===== config.mk =====
export PLATFORM = sky130hd
export DESIGN_NAME = reg_rr_arbiter
export DESIGN_NICKNAME = d
export VERILOG_FILES = /design/src/rtl/reg_rr_arbiter.sv
export SDC_FILE = /design/constraint.sdc
export NUM_CORES = 1
export LEC_CHECK = 0
export CORE_AREA = 2 2 194 196
export DETAILED_ROUTE_END_ITERATION = 10
export DIE_AREA = 0 0 196 198
export MAX_ROUTING_LAYER = met4
export SETUP_SLACK_MARGIN = 0.05
export SLEW_MARGIN = 25
export SYNTH_ARGS = -nofsm -noshare
export SYNTH_HDL_FRONTEND = slang
export SYNTH_SLANG_ARGS = --single-unit

===== constraint.sdc =====
create_clock -name clk_i -period 2.87 [get_ports clk_i]
set_clock_uncertainty 0.15 [all_clocks]
set_input_delay 0.574 -clock clk_i [delete_from_list [all_inputs] [get_ports clk_i]]
set_output_delay 0.574 -clock clk_i [all_outputs]
set_load 0.01 [all_outputs]

===== src/rtl/reg_rr_arbiter.sv =====
// Round-robin arbiter that shares one register-bus target among NumReq requesters.
// Define REG_RR_ARBITER_TIMEOUT_EN to end stalled transfers after TimeoutCycles with an error response.
module reg_rr_arbiter #(
    parameter int unsigned NumReq        = 4,
    parameter int unsigned AddrWidth     = 48,
    parameter int unsigned DataWidth     = 32,
    parameter int unsigned TimeoutCycles = 256,
    localparam int unsigned StrbWidth    = DataWidth / 8,
    localparam int unsigned IdxW         = $clog2(NumReq)
) (
    input  logic                           clk_i,
    input  logic                           rst_i,
    input  logic [NumReq-1:0]              req_valid_i,
    input  logic [NumReq*AddrWidth-1:0]    req_addr_i,
    input  logic [NumReq-1:0]              req_write_i,
    input  logic [NumReq*DataWidth-1:0]    req_wdata_i,
    input  logic [NumReq*StrbWidth-1:0]    req_wstrb_i,
    output logic [NumReq-1:0]              rsp_ready_o,
    output logic [DataWidth-1:0]           rsp_rdata_o,
    output logic                           rsp_error_o,
    output logic                           tgt_valid_o,
    output logic [AddrWidth-1:0]           tgt_addr_o,
    output logic                           tgt_write_o,
    output logic [DataWidth-1:0]           tgt_wdata_o,
    output logic [StrbWidth-1:0]           tgt_wstrb_o,
    input  logic                           tgt_ready_i,
    input  logic [DataWidth-1:0]           tgt_rdata_i,
    input  logic                           tgt_error_i,
    output logic [IdxW-1:0]                grant_idx_o,
    output logic                           busy_o
);

    if (NumReq < 2 || NumReq > 16 || TimeoutCycles < 2) begin : g_param_check
        $error("reg_rr_arbiter: parameter out of range");
    end

    typedef enum logic {
        IDLE,
        BUSY
    } state_e;

    state_e          state_q;
    logic [IdxW-1:0] grant_q;
    logic [IdxW-1:0] ptr_q;
    logic [IdxW-1:0] ptr_d;
    logic [IdxW-1:0] arb_idx;
    logic [IdxW-1:0] cand;
    logic            arb_found;
    logic            busy;
    logic            owner_valid;
    logic            complete;
    logic            abort;
    logic            timeout;

    // First valid requester at or after the priority pointer, wrapping.
    always_comb begin
        arb_found = 1'b0;
        arb_idx   = '0;
        cand      = '0;
        for (int unsigned i = 0; i < NumReq; i++) begin
            cand = IdxW'((32'(ptr_q) + i) % NumReq);
            if (!arb_found && req_valid_i[cand]) begin
                arb_found = 1'b1;
                arb_idx   = cand;
            end
        end
    end

    assign ptr_d       = (grant_q == IdxW'(NumReq - 1)) ? '0 : grant_q + 1'b1;
    assign busy        = (state_q == BUSY) && !rst_i;
    assign owner_valid = req_valid_i[grant_q];
    assign complete    = busy && owner_valid && tgt_ready_i;
    assign abort       = busy && !owner_valid;

`ifdef REG_RR_ARBITER_TIMEOUT_EN
    localparam int unsigned CntW = $clog2(TimeoutCycles);
    logic [CntW-1:0] cnt_q;

    // Ready on the final cycle wins, so timeout requires ready low.
    assign timeout = busy && owner_valid && !tgt_ready_i
                     && (cnt_q == CntW'(TimeoutCycles - 1));

    always_ff @(posedge clk_i) begin
        if (rst_i) begin
            cnt_q <= '0;
        end else if (state_q == IDLE) begin
            cnt_q <= '0;
        end else if (!tgt_ready_i) begin
            cnt_q <= cnt_q + 1'b1;
        end
    end
`else
    assign timeout = 1'b0;
`endif

    always_ff @(posedge clk_i) begin
        if (rst_i) begin
            state_q <= IDLE;
            grant_q <= '0;
            ptr_q   <= '0;
        end else begin
            case (state_q)
                IDLE: begin
                    if (arb_found) begin
                        grant_q <= arb_idx;
                        state_q <= BUSY;
                    end
                end
                BUSY: begin
                    if (complete || abort || timeout) begin
                        ptr_q   <= ptr_d;
                        state_q <= IDLE;
                    end
                end
                default: state_q <= IDLE;
            endcase
        end
    end

    assign tgt_valid_o = busy && owner_valid && !timeout;
    assign tgt_addr_o  = req_addr_i[grant_q*AddrWidth +: AddrWidth];
    assign tgt_write_o = req_write_i[grant_q];
    assign tgt_wdata_o = req_wdata_i[grant_q*DataWidth +: DataWidth];
    assign tgt_wstrb_o = req_wstrb_i[grant_q*StrbWidth +: StrbWidth];

    always_comb begin
        rsp_ready_o = '0;
        if (complete || timeout) begin
            rsp_ready_o[grant_q] = 1'b1;
        end
    end

    assign rsp_rdata_o = complete ? tgt_rdata_i : '0;
    assign rsp_error_o = complete ? tgt_error_i : timeout;
    assign grant_idx_o = grant_q;
    assign busy_o      = busy;

endmodule


==> run summary <==
Power, Total -> 1.83 mW
drt first-iter violations -> 134
Worst-Skew Late Latency -> 0.23 ns
leading area contributor after synthesis -> mux4_2
post-route clock period utilization -> 97.6%
Tmin final -> 2.80 ns
CP delay by family, top -> buffers and inverters
ANT nets after route -> 0
Clk network pwr share -> 12.7%
Die X -> 196 µm
Nets -> 1107
Synth Net Count -> 577
Req. time, crit path -> 2.15 ns
Worst setup SP type -> flip-flop
Critical Path Fanout Max -> 15
number of synthesized register bits -> 5
vias per cell -> 3.56
total global routing overflow -> 0
synthesized area -> 2660 µm²
PwrDens -> 211 nW/µm²
Worst Path Buf+Inv -> 3
DR vias -> 4271
drt pass-1 iters -> 6
sequential-to-total area share from yosys stat -> 3.77%
Hold Path Class -> flip-flop to flip-flop
Crit Path Class -> flip-flop to output port
final setup vio count -> 0
Switch Pwr -> 0.563 mW
unrepaired setup endpoints after global routing -> true
die area -> 38800 µm²
Worst VDD drop -> 170 µV
port buffer count -> 505
Core Region -> 37000 µm²
area share of the largest cell type after synthesis -> 72.1%
status -> finished clean
Final HPWL DP -> 21000 µm
cell count after synthesis -> 193
share of cells above drive strength 1 -> 23.5%
Final Util -> 23.5%
reg-to-reg setup timing slack -> 0.15 ns
routed len/inst -> 20.7 µm
pins over their slew limit -> 0
area grow syn2layout -> 227%
Slew HR -> 59.6%
max incr delay on CP -> 0.53 ns
Static Leakage -> 3.25 nW
Initial Util -> 7.19%
Avg Inst Size Synth -> 13.8 µm²
Gate power share -> 82.6%
CP Cell Sequence -> buf_12 > buf_12 > mux4_2 > clkdlybuf4s50_1
boundary pin count -> 506
CTS tree -> done
CP most frequent cell -> buf_12
# rows -> 71
slowest cell on the critical path -> mux4_2
vias in the first global route -> 4402
total track usage -> 12.0%
GP Congestion -> 0.915
largest net degree at the start of global routing -> 92
Sequential Power Share -> 4.7%
yosys warns -> 0
crit path DAT -> 2.08 ns
ranking of synthesized cells by area -> mux4_2 (72%), and2_1 (8.9%), dfxtp_1 (3.8%)
TritonCTS Buffers -> 3
max cap viols -> 0
die height -> 198 µm
count of cell types in the netlist -> 25
CTS Hold Bufs -> 0
worst slew pin tran -> 0.601 ns
fmax -> 357 MHz
H-tree depth -> 1
initial antenna violation count -> 5
switching share of total power -> 30.7%
Clock Path Buffers -> 2
clock transition at the registers of the reported paths -> 0.03 ns
Clk Tree Root Cell -> clkbuf_16
global-route wire length before repair -> 33000 µm
DRC -> 0
CTS sink cnt -> 5
Int Pwr -> 1.27 mW
final hold violation count -> 0
CP endpoint kind -> output port
final WL -> 24900 µm
-- power groups by stage --
stage / clock network [mW] / registers [mW] / logic [mW]
after global routing: 0.239 / 0.0872 / 1.59
final: 0.233 / 0.0862 / 1.51
after floorplan: 0 / 0.0831 / 0.489
after CTS: 0.235 / 0.0855 / 1.53
after detailed placement: 0 / 0.0862 / 1.51
after global placement: 0 / 0.0859 / 1.51
-- final timing paths --
check,start,end,cells past startpoint
setup reg to reg,grant_idx_o[0],ptr_q[1],16
hold / removal,ptr_q[0],ptr_q[0],2
setup / recovery,grant_idx_o[0],tgt_addr_o[31],4
hold reg to reg,ptr_q[0],ptr_q[0],2
-- logic make-up (layout without fill, tap and decap cells) --
logic type | after synthesis | count (layout) | share of synthesized area (%)
compound gates | 14 | 14 | 3.34
fa+ha+maj | 4 | 4 | 1.88
buf+inv | 30 | 559 | 5.79
flops | 5 | 5 | 3.77
mux | 89 | 89 | 73.6
other cells | 0 | 4 | 0
simple gates | 51 | 51 | 11.6
-- stage by stage --
| stage | hold WS [ns] | TNS (ns) | cell area [µm²] | worst slack [ns] | instances |
|---|---|---|---|---|---|
| after floorplan | 0.297 | 0 | 2660 | 0.490 | 193 |
| after detailed placement | 0.349 | -14.99 | 8390 | -0.427 | 1166 |
| after CTS | 0.351 | 0 | 8640 | 0.0435 | 1195 |
| after global placement | 0.328 | -13.41 | 8390 | -0.368 | 1166 |
| after global routing | 0.384 | 0 | 8690 | 0.00886 | 1200 |
| final | 0.352 | 0 | 8690 | 0.0692 | 1200 |
-- state kept, by name (all words and copies together) (netlist names) --
signal       count
grant_idx_o      2
state_q          1
ptr_q            2
-- worst min-delay path, stage by stage, from the launching register on --
cell and delay, ns:
dfxtp_1 0.33, nand2_1 0.07, a21oi_1 0.05
-- cells in the final DEF (no fill, tap or decap), types with 6 or more instances in the layout --
| cell type | instances |
|---|---|
| buf_4 | 25 |
| and2_1 | 38 |
| buf_16 | 6 |
| inv_1 | 6 |
| clkdlybuf4s50_1 | 423 |
| dlymetal6s2s_1 | 8 |
| buf_12 | 7 |
| a21oi_1 | 6 |
| buf_2 | 28 |
| mux4_2 | 85 |
| dlygate4sd2_1 | 43 |
-- final cells by class --
cell class | instances | area (µm²)
Sequential cell | 5 | 108
Multi-Input combinational cell | 158 | 2430
Clock buffer | 4 | 78.8
Antenna cell | 4 | 10.0
Tap cell | 474 | 593
Fill cell | 3953 | 28300
Timing Repair Buffer | 549 | 5450
Inverter | 6 | 22.5
-- per-layer routing --
metal,global-route usage (%),routed length (µm),vias up
li1,-,-,1906
met1,16.3,10800,2127
met2,19.0,11800,228
met3,2.45,1990,10
met4,1.43,272,0
met5,-,0,-
-- cells in the mapped netlist --
| cell | n |
|---|---|
| a21o_1 | 2 |
| mux2i_1 | 3 |
| a21oi_1 | 6 |
| buf_2 | 12 |
| mux4_2 | 85 |
| nand2b_1 | 3 |
| mux2_2 | 1 |
| clkbuf_1 | 5 |
| or3_1 | 1 |
| o22ai_1 | 1 |
| nor3_1 | 1 |
| ha_1 | 4 |
| o21ai_0 | 2 |
| nor2_1 | 4 |
| o221ai_1 | 1 |
| nand2_1 | 1 |
| or2_2 | 1 |
| o211ai_1 | 1 |
| inv_1 | 6 |
| dfxtp_1 | 5 |
| and2_1 | 38 |
| buf_4 | 7 |
| a2111o_1 | 1 |
| and3b_1 | 1 |
| nor4_1 | 1 |
-- what timing repair did --
| action | 4_1_cts | 5_1_grt |
|---|---|---|
| cloned | 5 | 0 |
| endpoints found under the hold margin | 0 | 0 |
| setup buffers | 21 | 1 |
| gates resized for setup | 178 | 15 |
| pin swaps | 0 | 1 |
| setup endpoints to repair | 111 | 69 |
(Power assumes the default switching activity.)
